`src/rtl/conv_mac_serial_if.sv`:
```
// Handshake and data bundle for conv_mac_serial: sample loading, start/busy control
// and the valid/ready result byte stream.
interface conv_mac_serial_if #(
    parameter int DW = 8
);
    logic [DW-1:0] din;
    logic          wr_weight;
    logic          wr_pixel;
    logic          start;
    logic          busy;
    logic          res_valid;
    logic          res_ready;
    logic [7:0]    res_byte;
    logic          res_last;

    modport master (
        output din, wr_weight, wr_pixel, start, res_ready,
        input  busy, res_valid, res_byte, res_last
    );

    modport slave (
        input  din, wr_weight, wr_pixel, start, res_ready,
        output busy, res_valid, res_byte, res_last
    );
endinterface

```
`src/rtl/conv_mac_serial.sv`:
```
// Serial TAPS-point dot-product engine: one MAC per clock, result streamed LSB byte first.
// Define SIGNED_MAC_EN for two's-complement samples and a sign-extended result.
module conv_mac_serial #(
    parameter int DW   = 8,
    parameter int TAPS = 4
) (
    input logic             clk,
    input logic             rst_n,
    conv_mac_serial_if.slave bus
);
    localparam int AW = 2 * DW + $clog2(TAPS);
    localparam int NB = (AW + 7) / 8;
    localparam int RW = NB * 8;
    localparam int PW = 2 * DW;
    localparam int TW = $clog2(TAPS);
    localparam int IW = (NB > 1) ? $clog2(NB) : 1;

    typedef enum logic [1:0] {
        IDLE = 2'd0,
        MAC  = 2'd1,
        OUT  = 2'd2
    } state_t;

    state_t        state_reg, state_next;

    logic [DW-1:0] w_reg  [TAPS];
    logic [DW-1:0] x_reg  [TAPS];
    logic [DW-1:0] w_next [TAPS];
    logic [DW-1:0] x_next [TAPS];

    logic [AW-1:0] acc_reg, acc_next;
    logic [TW-1:0] tap_reg, tap_next;
    logic [IW-1:0] idx_reg, idx_next;

    logic          in_idle;
    logic          load_w;
    logic          load_x;
    logic          start_ok;
    logic          last_tap;
    logic          last_byte;
    logic          xfer;

    logic [DW-1:0] w_sel;
    logic [DW-1:0] x_sel;
    logic [PW-1:0] prod;
    logic [AW-1:0] prod_ext;
    logic [RW-1:0] res_ext;
    logic [7:0]    res_bytes [NB];

    assign in_idle   = (state_reg == IDLE);
    assign load_w    = in_idle && bus.wr_weight;
    assign load_x    = in_idle && bus.wr_pixel;
    assign start_ok  = in_idle && bus.start;
    assign last_tap  = (tap_reg == TW'(TAPS - 1));
    assign last_byte = (idx_reg == IW'(NB - 1));
    assign xfer      = (state_reg == OUT) && bus.res_ready;

    // New samples enter at the top tap, so the first sample written ends up in tap 0.
    generate
        for (genvar gi = 0; gi < TAPS; gi++) begin : g_shift
            if (gi == TAPS - 1) begin : g_head
                assign w_next[gi] = bus.din;
                assign x_next[gi] = bus.din;
            end else begin : g_body
                assign w_next[gi] = w_reg[gi + 1];
                assign x_next[gi] = x_reg[gi + 1];
            end
        end
    endgenerate

    always_ff @(posedge clk or negedge rst_n) begin
        if (!rst_n) begin
            for (int i = 0; i < TAPS; i++) begin
                w_reg[i] <= '0;
                x_reg[i] <= '0;
            end
        end else begin
            if (load_w) begin
                w_reg <= w_next;
            end
            if (load_x) begin
                x_reg <= x_next;
            end
        end
    end

    assign w_sel = w_reg[tap_reg];
    assign x_sel = x_reg[tap_reg];

`ifdef SIGNED_MAC_EN
    logic signed [PW-1:0] w_wide;
    logic signed [PW-1:0] x_wide;

    assign w_wide   = PW'($signed(w_sel));
    assign x_wide   = PW'($signed(x_sel));
    assign prod     = w_wide * x_wide;
    assign prod_ext = AW'($signed(prod));
    assign res_ext  = RW'($signed(acc_reg));
`else
    assign prod     = PW'(w_sel) * PW'(x_sel);
    assign prod_ext = AW'(prod);
    assign res_ext  = RW'(acc_reg);
`endif

    generate
        for (genvar gi = 0; gi < NB; gi++) begin : g_bytes
            assign res_bytes[gi] = res_ext[gi*8 +: 8];
        end
    endgenerate

    always_ff @(posedge clk or negedge rst_n) begin
        if (!rst_n) begin
            state_reg <= IDLE;
        end else begin
            state_reg <= state_next;
        end
    end

    always_comb begin
        state_next = state_reg;
        case (state_reg)
            IDLE: begin
                if (bus.start) begin
                    state_next = MAC;
                end
            end
            MAC: begin
                if (last_tap) begin
                    state_next = OUT;
                end
            end
            OUT: begin
                if (xfer && last_byte) begin
                    state_next = IDLE;
                end
            end
            default: state_next = IDLE;
        endcase
    end

    always_comb begin
        bus.busy      = (state_reg != IDLE);
        bus.res_valid = (state_reg == OUT);
        bus.res_last  = (state_reg == OUT) && last_byte;
        bus.res_byte  = (state_reg == OUT) ? res_bytes[idx_reg] : 8'h00;
    end

    // Accumulator and indices only move in their own phase, so a held res_ready=0 freezes the output.
    always_comb begin
        acc_next = acc_reg;
        tap_next = tap_reg;
        idx_next = idx_reg;
        case (state_reg)
            IDLE: begin
                if (start_ok) begin
                    acc_next = '0;
                    tap_next = '0;
                    idx_next = '0;
                end
            end
            MAC: begin
                acc_next = acc_reg + prod_ext;
                tap_next = last_tap ? '0 : tap_reg + 1'b1;
                if (last_tap) begin
                    idx_next = '0;
                end
            end
            OUT: begin
                if (xfer) begin
                    idx_next = last_byte ? '0 : idx_reg + 1'b1;
                end
            end
            default: begin
                tap_next = '0;
                idx_next = '0;
            end
        endcase
    end

    always_ff @(posedge clk or negedge rst_n) begin
        if (!rst_n) begin
            acc_reg <= '0;
            tap_reg <= '0;
            idx_reg <= '0;
        end else begin
            acc_reg <= acc_next;
            tap_reg <= tap_next;
            idx_reg <= idx_next;
        end
    end
endmodule

```
`src/flat_wrapper.sv`:
```
// flat-port wrapper written by rule: the top's interface ports become plain ports
module conv_mac_serial_flat 
#(
    parameter int DW   = 8,
    parameter int TAPS = 4
)
  (clk, rst_n, bus_din, bus_wr_weight, bus_wr_pixel, bus_start, bus_res_ready, bus_busy, bus_res_valid, bus_res_byte, bus_res_last);
  conv_mac_serial_if #(.DW(DW)) bus_i ();
  input logic clk;
  input logic rst_n;
  input wire logic [$bits(bus_i.din)-1:0] bus_din;
  input wire logic [$bits(bus_i.wr_weight)-1:0] bus_wr_weight;
  input wire logic [$bits(bus_i.wr_pixel)-1:0] bus_wr_pixel;
  input wire logic [$bits(bus_i.start)-1:0] bus_start;
  input wire logic [$bits(bus_i.res_ready)-1:0] bus_res_ready;
  output wire logic [$bits(bus_i.busy)-1:0] bus_busy;
  output wire logic [$bits(bus_i.res_valid)-1:0] bus_res_valid;
  output wire logic [$bits(bus_i.res_byte)-1:0] bus_res_byte;
  output wire logic [$bits(bus_i.res_last)-1:0] bus_res_last;
  assign bus_i.din = bus_din;
  assign bus_i.wr_weight = bus_wr_weight;
  assign bus_i.wr_pixel = bus_wr_pixel;
  assign bus_i.start = bus_start;
  assign bus_i.res_ready = bus_res_ready;
  assign bus_busy = bus_i.busy;
  assign bus_res_valid = bus_i.res_valid;
  assign bus_res_byte = bus_i.res_byte;
  assign bus_res_last = bus_i.res_last;
  conv_mac_serial #(.DW(DW), .TAPS(TAPS)) u_core (.clk(clk), .rst_n(rst_n), .bus(bus_i));
endmodule
```
`config.mk`:
```
export PLATFORM = sky130hd
export DESIGN_NAME = conv_mac_serial_flat
export DESIGN_NICKNAME = d
export VERILOG_FILES = /design/src/rtl/conv_mac_serial_if.sv /design/src/rtl/conv_mac_serial.sv /design/src/flat_wrapper.sv
export SDC_FILE = /design/constraint.sdc
export NUM_CORES = 1
export LEC_CHECK = 0
export ABC_AREA = 1
export BUFFER_PORTS_ARGS = -buffer_cell sky130_fd_sc_hd__buf_2
export CORE_ASPECT_RATIO = 1.25
export CORE_UTILIZATION = 42
export CTS_BUF_LIST = sky130_fd_sc_hd__clkbuf_4 sky130_fd_sc_hd__clkbuf_8 sky130_fd_sc_hd__clkbuf_16
export DETAILED_ROUTE_END_ITERATION = 10
export MAX_ROUTING_LAYER = met4
export PLACE_DENSITY = 0.57
export SYNTH_ARGS = -nofsm -noshare
export SYNTH_HDL_FRONTEND = slang
export SYNTH_SLANG_ARGS = --single-unit
```
`constraint.sdc`:
```
create_clock -name clk -period 4.1 [get_ports clk]
set_input_delay 0.41 -clock clk [delete_from_list [all_inputs] [get_ports clk]]
set_output_delay 0.41 -clock clk [all_outputs]
set_load 0.005 [all_outputs]
```
; Yosys cells after proc, flatten, opt, wreduce, memory -nomap -nowiden
; Index checks and enable logic that the tools add are counted.
[classes]
n_addsub = 3
order_cmp = 2
n_mul = 1
n_reduce_logical = 13
shift = 0
n_bitwise = 3
muxes = 23
n_div = 0
eq_ne = 9
[ops]
columns = op, count
row1 = $mux 8, 7
row2 = $bmux 8 s2, 3
row3 = $pmux 18 s2, 1
row4 = $add 18x16->18, 1
row5 = $mux 18, 1
row6 = $pmux 2 s3, 3
row7 = $mul 8x8->16, 1
row8 = $mux 2, 8
row9 = $eq 2x2->1 const B, 3
row10 = $ge 3x3->1 const B, 2
row11 = $logic_and 1x1->1, 6
row12 = $ne 2x1->1 const B, 3
row13 = $not 2->3, 2
row14 = $reduce_and 3->1, 2
row15 = $add 2x1->2 const B, 2
row16 = $ne 2x2->1 const B, 2
row17 = $reduce_and 2->1, 2
row18 = $reduce_bool 2->1, 2
row19 = $eq 2x1->1 const B, 1
row20 = $logic_not 2->1, 1
row21 = $not 1->1, 1
[totals]
latchBits = 0
ff_bits = 88
in_bits = 14
rom_bits = 0
wordCells = 66
mem_count = 0
ram_bits = 0
out_inout_bits = 11

; Logic depth before layout (Yosys ltp)
; Gate-level depths: netlist (run 1).
[logic_depth]
word_depth = 7
depth_mapped = 25
depth_no_buf = 23

; Least setup slack after synthesis (run 1)
; OpenSTA, ideal clock, no wires.
[synth_timing]
path_kind = register -> register
from = register u_core.tap_reg[0]
to = register u_core.acc_reg[7]
required_ns = 3.971
setup_ns = 0.129
t_arrival_ns = 4.262
path_slack_ns = -0.290
path_buffers = 2
path_stages_with_launch = 20
synth_period_minus_slack_ns = 4.390
cell_sequence = dfrtp_1 > buf_6 > clkinv_4 > buf_6 > nand2_1 > a32oi_2 > nand2_1 > fa_1 > inv_1 > fa_1 > inv_1 > fa_1 > fa_1 > inv_1 > ha_1 > nand2_1 > nand3_1 > or2_2 > nand3_1 > o21ai_0
[synth_via]
elab_chain_cells = 7
word_cells_on_any_way = 10
classes_between = add/sub (1) / mul (1) / mux (7) / bitwise (1)
[synth_rtl]
columns = item, line_no
row1 = start: declaration, conv_mac_serial.sv:32  ; logic [TW-1:0] tap_reg, tap_next;
row2 = start signal: assignment, conv_mac_serial.sv:187  ; tap_reg <= tap_next;
row3 = $not 2->3 (implied by the code) *, "conv_mac_serial.sv:87, conv_mac_serial.sv:88"
row4 = "$bmux 8 s2, on equally long branches", "conv_mac_serial.sv:87, conv_mac_serial.sv:88"
row5 = "$mux 8, on equally long branches (2 in series)", "conv_mac_serial.sv:87, conv_mac_serial.sv:88"
row6 = $mul 8x8->16 *, conv_mac_serial.sv:100  ; assign prod = PW'(w_sel) * PW'(x_sel);
row7 = $add 18x16->18 *, conv_mac_serial.sv:162  ; acc_next = acc_reg + prod_ext;
row8 = $pmux 18 s2 *, conv_mac_serial.sv:153  ; case (state_reg)
row9 = end signal: assignment, conv_mac_serial.sv:186  ; acc_reg <= acc_next;
row10 = end: declaration, conv_mac_serial.sv:31  ; logic [AW-1:0] acc_reg, acc_next;
; Mark *: on every way between the ends. The rest lies on a longest branch, timed or not. The select of a mux whose other input is x is not followed.
; A chain may end at the register's enable or synchronous reset.

; Worst setup path after layout (run 1)
[layout_timing]
from = register u_core.tap_reg[0]
to = register u_core.acc_reg[16]
; Same word-level chain as after synthesis.

==> impl_results.md, run 1 <==
- Synth Register Bits: 88
- CTS clk-pin slew, worst paths: around 70 ps
- Crit path max fanout: 5
- Mapped Nets: 950
- Vias/cell: between 4 and 5
- Largest net degree at the start of global routing: 64
- Max-Cap Viols: 0
- CTS Buf Count: 9
- Tightest Pin Transition: approximately 960 ps
- Failing checks: negative setup slack
- Fin crit period: roughly 4600 ps
- FF-to-FF path depth: 23
- # setup viols final: 12
- Clock Skews: 15.70 ps
- Die Wd: about 120 µm
- Global route overflow: 0
- Max Slew Vio Count: 0
- Drc violations: 0
- Met2 Track Usage GR: between 40% and 50%
- First-pass GRT wire length: between 20000 and 30000 µm
- Row cnt: between 50 and 60
- Die Area: ~0.017 mm²
- Dpl cells: around 1100
- Post-DR wirelength/cell: 14.77 µm
- Worst setup SP type: flop
- CTS root buf: clkbuf_16
- Final nets: between 1000 and 1500
- Core ar.: approximately 0.016 mm²
- WP data required: 4350 ps
- Die height: 144.9 µm
- Post-synth cell types: 32
- Worst-Skew Late Latency: ~360 ps
- Final WL: between 15000 and 20000 µm
- Hold WC Path Type: in2async
- Worst slew margin: around 36%
- Total GRT Usage: 23.55%
- Hold Fails Final Rpt: 0
- GR Util met1: between 20% and 30%
- Unrepaired setup endpoints after global routing: true
- Initial antenna violation count: 0
- Port buffer count: 24
- Worst setup EP type: flop
- Fin crit share: 111.1%
- Post-DRT Antenna Nets: 0
- IO Pins: 25
- Seq/Total Area, Yosys: between 30% and 40%
- HPWL Detailed: about 13000 µm
- Pre-antenna DRT Iters: 5
- Vias after detailed routing: about 5700
- CTS tree: yes
- Fin cells: 1196
- Synth Warn #: 0
- Fin Setup TNS: -4465 ps
- Diode count: 0
- Clock Path Buffers: 2
- CTS H-tree lvls: 3
- Iteration-0 DRC Markers: roughly 290
- Post-cts hold buffer count: 0
- Setup CP Type: reg2reg
- Mapped Cells: between 800 and 900
- Setup slack after layout: -456.7 ps
- Layout cells sized above 1: between 30 and 40%
- GPL Wtd Cong: approximately 0.90
- TritonCTS Sinks: 88
- Busiest grt layer: met2
- Global-route met3 utilization: slightly below 4%
- Synth-to-Final Area Change: 33.32%
- Mean Syn Cell Area: between 8 and 9 µm²
- Worst path arrival time: slightly below 5000 ps
- Synthesized area: approximately 0.0069 mm²
- Max Clk Rate: 219.5 MHz
- Status: finished with violations
- Vias in the first global route: 5850
- Initial Utilization: between 40 and 50%
==> layer usage <==
layer	wire [µm]	vias up	part of all wire, %
met2	9356	94	53
met4	585	0	3.3
met5	0	-	0
li1	-	2864	-
met1	7215	2744	41
met3	512	27	2.9
==> cell type report <==
class	instances	area, µm²
Timing Repair Buffer	144	1200
Multi-Input combinational cell	545	4424
Sequential cell	88	2205
Clock inverter	7	73.82
Clock buffer	9	225.2
Inverter	188	720.7
Fill cell	1450	6619
Tap cell	212	265.3
Timing Repair inverter	3	28.78
==> cells by family (layout without fill, tap and decap cells) <==
family | count (synthesis) | after routing | synth area share [%]
compound gates | 118 | 118 | 11.60
xor+xnor | 3 | 3 | 0.3832
fa+ha+maj | 91 | 91 | 22.08
buf+inv | 212 | 351 | 12.86
flops | 88 | 88 | 32.11
mux | 17 | 17 | 2.773
simple gates | 316 | 316 | 18.19
==> cell usage in the layout (no fill, tap or decap), types with 3 or more instances in the layout <==
cell type,instances
a32oi_2,5
a21oi_2,5
fa_2,8
clkbuf_16,9
nand2_2,44
nand3_2,4
clkinv_4,3
inv_4,3
a32oi_4,11
nand3_1,18
nand2_4,13
o21ai_1,8
nor2_4,3
buf_4,92
buf_6,21
nor2_2,18
buf_2,23
dfrtp_1,86
a21oi_1,35
inv_1,149
ha_4,10
mux2_2,16
a21oi_4,4
o22ai_1,4
buf_12,5
ha_1,30
o21ai_0,43
fa_1,42
inv_2,36
nand2_1,160
nor2_1,47
inv_8,3
==> synthesized netlist by cell type (all sizes together) <==
library cell	number	share of area (%)
mux2	16	2.6
a21oi	44	3.4
o22ai	5	0.46
nor2	68	3.8
inv	187	10
nand3b	2	0.22
clkinv	1	0.13
or2	2	0.22
ha	41	7.5
fa	50	15
nand3	24	1.8
nor3	1	0.073
dfrtp	88	32
nand4	2	0.18
nand2	217	12
a22o	1	0.13
a32oi	16	3.8
clkbuf	2	0.15
buf	22	2.4
o21ai	52	3.8
mux2i	1	0.15
xnor2	1	0.13
xor2	2	0.26
==> path summary, 6_finish.rpt <==
kind                                     from            endpoint  slack (ps)
min                                     rst_n   u_core.x_next[12]         140
max in group asynchronous               rst_n   u_core.tap_reg[1]        3040
max reg2reg                 u_core.tap_reg[0]  u_core.acc_reg[16]        -460
min reg2reg                u_core.acc_reg[13]  u_core.acc_reg[13]         490
max                         u_core.tap_reg[0]  u_core.acc_reg[16]        -460
min in group clk                   bus_din[1]    u_core.w_next[9]         320
==> repair_timing <==
action | 4_1_cts | 5_1_grt
buffers inserted | 19 | 12
endpoints found under the setup margin | 14 | 14
hold endpoints to repair | 0 | 0
pin swaps | 37 | 48
cloned | 5 | 0
resized for setup | 114 | 46
==> worst max-delay path, stage by stage (launching register included) <==
cell	delay (ps)
dfrtp_2	470
buf_6	150
clkinv_8	50
buf_8	110
nand2_4	50
a32oi_4	320
nand2_2	90
fa_1	530
fa_1	600
inv_2	50
fa_1	480
inv_1	50
fa_1	490
inv_2	50
ha_4	300
nand2_4	70
inv_2	60
nand3_2	60
nand2_2	100
nand2_2	80
nand2_2	70
nand2_1	50
nand3_1	100
nand2_1	70
==> metrics by stage <==
stage          area, µm²  util, %  hold slack (ps)  setup slack, ps
2_1_floorplan       7057        -            114.4           -84.88
3_3_place_gp        7960    50.50            467.7           -546.8
3_5_place_dp        7960    50.50            474.2           -653.5
4_1_cts             8911    56.54            173.1           -399.2
5_1_grt             9143    58.01            217.8           -660.7
6_report            9143    58.01            135.4           -456.7
Power of run 1 is not shown: default switching activity piles up to over one toggle a cycle in this logic, so the estimate is an artifact.
==> run 2, diff against run 1 <==
--- a/config.mk
+++ b/config.mk
@@ -6,7 +6,7 @@
 export NUM_CORES = 1
 export LEC_CHECK = 0
 export ABC_AREA = 1
-export BUFFER_PORTS_ARGS = -buffer_cell sky130_fd_sc_hd__buf_2
+export BUFFER_PORTS_ARGS = -buffer_cell sky130_fd_sc_hd__buf_4
 export CORE_ASPECT_RATIO = 1.25
 export CORE_UTILIZATION = 42
 export CTS_BUF_LIST = sky130_fd_sc_hd__clkbuf_4 sky130_fd_sc_hd__clkbuf_8 sky130_fd_sc_hd__clkbuf_16
==> impl_results.md, run 2 (same netlist as run 1, synthesis figures left out) <==
- CTS root buf: clkbuf_16
- Setup slack after layout: -381.7 ps
- Synth-to-Final Area Change: 32.88%
- Initial antenna violation count: 0
- Tightest Pin Transition: between 900 and 1000 ps
- Iteration-0 DRC Markers: approximately 260
- Die height: ~140 µm
- Reg-to-Reg End: u_core.acc_reg[16]
- Final instance area: slightly above 0.009 mm²
- CP max-delay cell: fa_1
- Hold WC Path Type: in2async
- Most frequent cell on the critical path: nand2_1
- Setup CP Type: reg2reg
- Worst setup EP type: flop
- IO Pins: 25
- Global route overflow: 0
- Post-DR wirelength/cell: 14.48 µm
- Crit-path cells: buf_6, nand2_1, a32oi_4, buf_6, nand2_1, fa_1, fa_1, inv_2, fa_1, inv_1, fa_1, inv_2, ha_4, nand2_4, inv_2, nand3_2, nand2_4, nand2_1, nand2_1, nand2_1, nand3_1, nand2_1
- Worst-Skew Late Latency: between 300 and 400 ps
- Unrepaired setup endpoints after global routing: true
- Total GRT Usage: ~23%
- Worst setup path start: u_core.tap_reg[0]
- Worst slew margin: roughly 34%
- Commonest cells after routing, fill and taps aside: 174 x nand2_1, 153 x inv_1, 111 x buf_4
- Worst path arrival time: about 4700 ps
- CTS Buf Count: 9
- Vias after detailed routing: between 5000 and 6000
- Clock Skews: roughly 10 ps
- Placed cell areas: about 0.0080 mm²
- Port buffer count: 24
- WP data required: about 4300 ps
- Crit path max fanout: 11
- Status: finished with violations
- Drc violations: 0
- Failing checks: negative setup slack
- Max Clk Rate: 223.1 MHz
- Fin crit share: 109.3%
- Pre-antenna DRT Iters: 4
- Vias/cell: 4.760
- FF-to-FF path depth: 22
- Critical R2R Launch: u_core.tap_reg[0]
- Post-DRT Antenna Nets: 0
- Diode count: 0
- CTS clk-pin slew, worst paths: 70 ps
- Worst setup SP type: flop
- First-pass GRT wire length: roughly 28000 µm
- Max-Cap Viols: 0
- # setup viols final: 12
- CTS H-tree lvls: 3
- Die Wd: approximately 120 µm
- Hold Fails Final Rpt: 0
- Final nets: 1077
- Clock Path Buffers: 2
- Max Slew Vio Count: 0
- Largest net degree at the start of global routing: 62
- TritonCTS Sinks: 88
- HPWL Detailed: roughly 13000 µm
- Core ar.: ~0.016 mm²
- Die Area: between 0.015 and 0.02 mm²
- Worst R2R Setup Slack: -380 ps
- Post-cts hold buffer count: 0
- Vias in the first global route: ~5700
- CTS tree: yes
- Fin Setup TNS: -4016 ps
- Layout cells sized above 1: roughly 34%
- Row cnt: between 50 and 60
- Final WL: between 15000 and 20000 µm
- Fin crit period: between 4000 and 5000 ps
- Worst setup path endpoint: u_core.acc_reg[16]
- Crit path largest cell delay: 530 ps
- Commonest non-fill, non-tap cell in the layout: nand2_1
- GPL Wtd Cong: ~0.9
- Initial Utilization: a little over two fifths
-- run 2: cell count changes in the layout (fill, tap and decap cells not counted), sizes merged --
cell / before / now
buf: 144 / 139
inv: 193 / 189
bufinv: 0 / 2
clkinv: 5 / 4
clkinvlp: 0 / 1
-- run 2: final cells by class --
| cell class | count | area, µm² |
|---|---|---|
| Fill cell | 1459 | 6649 |
| Sequential cell | 88 | 2203 |
| Tap cell | 212 | 265.3 |
| Clock inverter | 7 | 98.84 |
| Timing Repair inverter | 1 | 16.27 |
| Timing Repair Buffer | 139 | 1209 |
| Inverter | 188 | 723.2 |
| Multi-Input combinational cell | 545 | 4372 |
| Clock buffer | 9 | 225.2 |
-- run 2: repair_timing --
item                       4_1_cts  5_1_grt
resized for setup               89       52
setup endpoints to repair       13       14
gates cloned                     2        0
buffers inserted                19        7
pin swaps                       41       35
-- run 2: how the worst min path moves through the flow --
stage,startpoint,end
finish,rst_n,u_core.x_next[12]
global route,rst_n,u_core.x_next[12]
CTS,rst_n,u_core.x_next[12]
detailed placement,u_core.acc_reg[14],u_core.acc_reg[14]
global placement,u_core.acc_reg[14],u_core.acc_reg[14]
floorplan,rst_n,u_core.acc_reg[0]
-- run 2: per-layer routing --
metal,GRT usage (%),vias to the layer above,routed length (µm)
li1,-,2852,-
met1,25.20,2705,7221
met2,39.99,69,8945
met3,3.665,34,417
met4,9.717,0,637
met5,-,-,0
-- run 2: stage by stage --
step / utilization, % / setup slack, ps / hold slack, ps / cells
after CTS: 56.38 / -374.2 / 170.1 / 1182
after global placement: 50.85 / -531.0 / 470.5 / 1145
after global routing: 57.82 / -632.3 / 210.2 / 1189
final: 57.82 / -381.7 / 141.6 / 1189
after floorplan: - / -84.88 / 114.4 / 845
after detailed placement: 50.85 / -556.8 / 468.3 / 1145
-- run 2: worst max-delay path: cells and delay by family (launching register included) --
family,cells,cell delay (ps)
and+or+nand+nor,10,720
AOI/OAI and AO/OA,1,320
DFF,1,460
buffers and inverters,6,510
adders and majority gates,5,2340
Power of run 2 is left out for the same reason.
==> run 3, diff against run 2 <==
--- a/config.mk
+++ b/config.mk
@@ -13,6 +13,7 @@
 export DETAILED_ROUTE_END_ITERATION = 10
 export MAX_ROUTING_LAYER = met4
 export PLACE_DENSITY = 0.57
+export RECOVER_POWER = 100
 export SYNTH_ARGS = -nofsm -noshare
 export SYNTH_HDL_FRONTEND = slang
 export SYNTH_SLANG_ARGS = --single-unit
==> impl_results.md, run 3 (same netlist as run 1, synthesis figures left out) <==
- Commonest cells after routing, fill and taps aside: 178 x nand2_1, 154 x inv_1, 102 x buf_4
- Initial Utilization: 43.51%
- Vias in the first global route: 5729
- Hold WC Path Type: in2reg
- Max Slew Vio Count: about 180
- Layout cells sized above 1: ~33%
- Placed cell areas: 0.008015 mm²
- Worst setup SP type: flop
- Largest net degree at the start of global routing: 62
- Worst setup path start: u_core.tap_reg[0]
- Max Clk Rate: between 200 and 250 MHz
- Vias/cell: between 4 and 5
- Critical R2R Launch: u_core.tap_reg[0]
- First-pass GRT wire length: 27920 µm
- Die Wd: around 120 µm
- Worst-Skew Late Latency: between 300 and 400 ps
- Total GRT Usage: between 20% and 30%
- CTS Buf Count: 9
- CTS tree: yes
- Drc violations: 0
- IO Pins: 25
- FILL cells: between 1000 and 1500
- WP data required: 4340 ps
- Fin crit share: 109.3%
- Worst slew margin: -119.9%
- # setup viols final: 12
- Setup slack after layout: -382.2 ps
- Iteration-0 DRC Markers: around 260
- Unrepaired setup endpoints after global routing: true
- Row cnt: just over 50
- Port buffer count: 24
- Crit path max fanout: 11
- TritonCTS Sinks: 88
- Global route overflow: 0
- Final WL: ~17000 µm
- Status: finished with violations
- Tightest Pin Transition: around 3300 ps
- HPWL Detailed: between 10000 and 15000 µm
- Die height: roughly 140 µm
- CTS H-tree lvls: 3
- Pre-antenna DRT Iters: 5
- Clock Path Buffers: 2
- Post-DR wirelength/cell: about 14 µm
- Worst path arrival time: between 4000 and 5000 ps
- Initial antenna violation count: 0
- Max-Cap Viols: 3
- Final instance area: 0.009090 mm²
- Hold Fails Final Rpt: 0
- Worst setup EP type: flop
- Vias after detailed routing: 5668
- CTS clk-pin slew, worst paths: 70 ps
- Fin crit period: 4482 ps
- Diode count: 0
- Worst R2R Setup Slack: -380 ps
- Failing checks: max-capacitance violations, max-slew violations, negative setup slack
- Setup CP Type: reg2reg
- Die Area: ~0.017 mm²
- Clock Skews: roughly 10 ps
- Worst Hold Launch: bus_din[3]
- Post-DRT Antenna Nets: 0
- Reg-to-Reg End: u_core.acc_reg[16]
- Final nets: 1077
- FF-to-FF path depth: 22
- Final Util: between 50% and 60%
- Worst setup path endpoint: u_core.acc_reg[16]
- Synth-to-Final Area Change: 32.55%
- GPL Wtd Cong: around 0.9
- Commonest non-fill, non-tap cell in the layout: nand2_1
- Core ar.: roughly 0.016 mm²
- CTS root buf: clkbuf_16
run 3: through the flow:
stage / instances / setup WS (ps) / setup TNS [ps] / hold WS (ps)
6_report: 1189 / -382.2 / -3981 / 332.6
3_5_place_dp: 1145 / -556.8 / -5500 / 468.3
5_1_grt: 1189 / -632.3 / -6592 / 335.5
3_3_place_gp: 1145 / -531.0 / -5184 / 470.5
4_1_cts: 1182 / -374.2 / -3669 / 170.1
2_1_floorplan: 845 / -84.88 / -456.4 / 114.4
run 3: final cells by class:
type | count | area [µm²] | share of cell area [%]
clock buffer | 9 | 225.2 | 2.478
clock inverter | 7 | 98.84 | 1.087
inverter | 188 | 723.2 | 7.956
sequential | 88 | 2203 | 24.24
multi-input combinational | 545 | 4359 | 47.96
timing repair inverter | 1 | 16.27 | 0.1789
tap | 212 | 265.3 | 2.918
timing repair buffer | 139 | 1199 | 13.19
run 3: critical path: stages (launching register included):
cell and delay, ps:
dfrtp_2 460, buf_6 180, nand2_1 100, a32oi_4 320
buf_6 140, nand2_1 60, fa_1 500, fa_1 530
inv_2 50, fa_1 530, inv_1 50, fa_1 480
inv_2 40, ha_4 300, nand2_4 70, inv_2 50
nand3_2 80, nand2_4 90, nand2_1 70, nand2_1 60
nand2_1 40, nand3_1 80, nand2_1 70
run 3: worst min path at each step:
stage               depth (start not counted)  slack (ps)                  to
global route                                3         340   u_core.w_next[11]
global placement                            2         470  u_core.acc_reg[14]
CTS                                         1         170   u_core.x_next[12]
finish                                      3         330   u_core.w_next[11]
floorplan                                   0         110   u_core.acc_reg[0]
detailed placement                          2         470  u_core.acc_reg[14]
run 3: per-layer routing:
metal	vias up	routed length (µm)	GRT usage (%)
li1	2855	-	-
met1	2700	7203	25.20
met2	78	8969	39.99
met3	35	401	3.665
met4	0	634	9.717
met5	-	0	-
run 3: what timing repair did:
action,4_1_cts,5_1_grt
pin swaps,41,35
setup buffers,19,7
setup endpoints to repair,13,14
gates resized for setup,89,52
gates cloned,2,0
endpoints found under the hold margin,0,0
hold buffers,0,0
Power of run 3 is left out for the same reason.
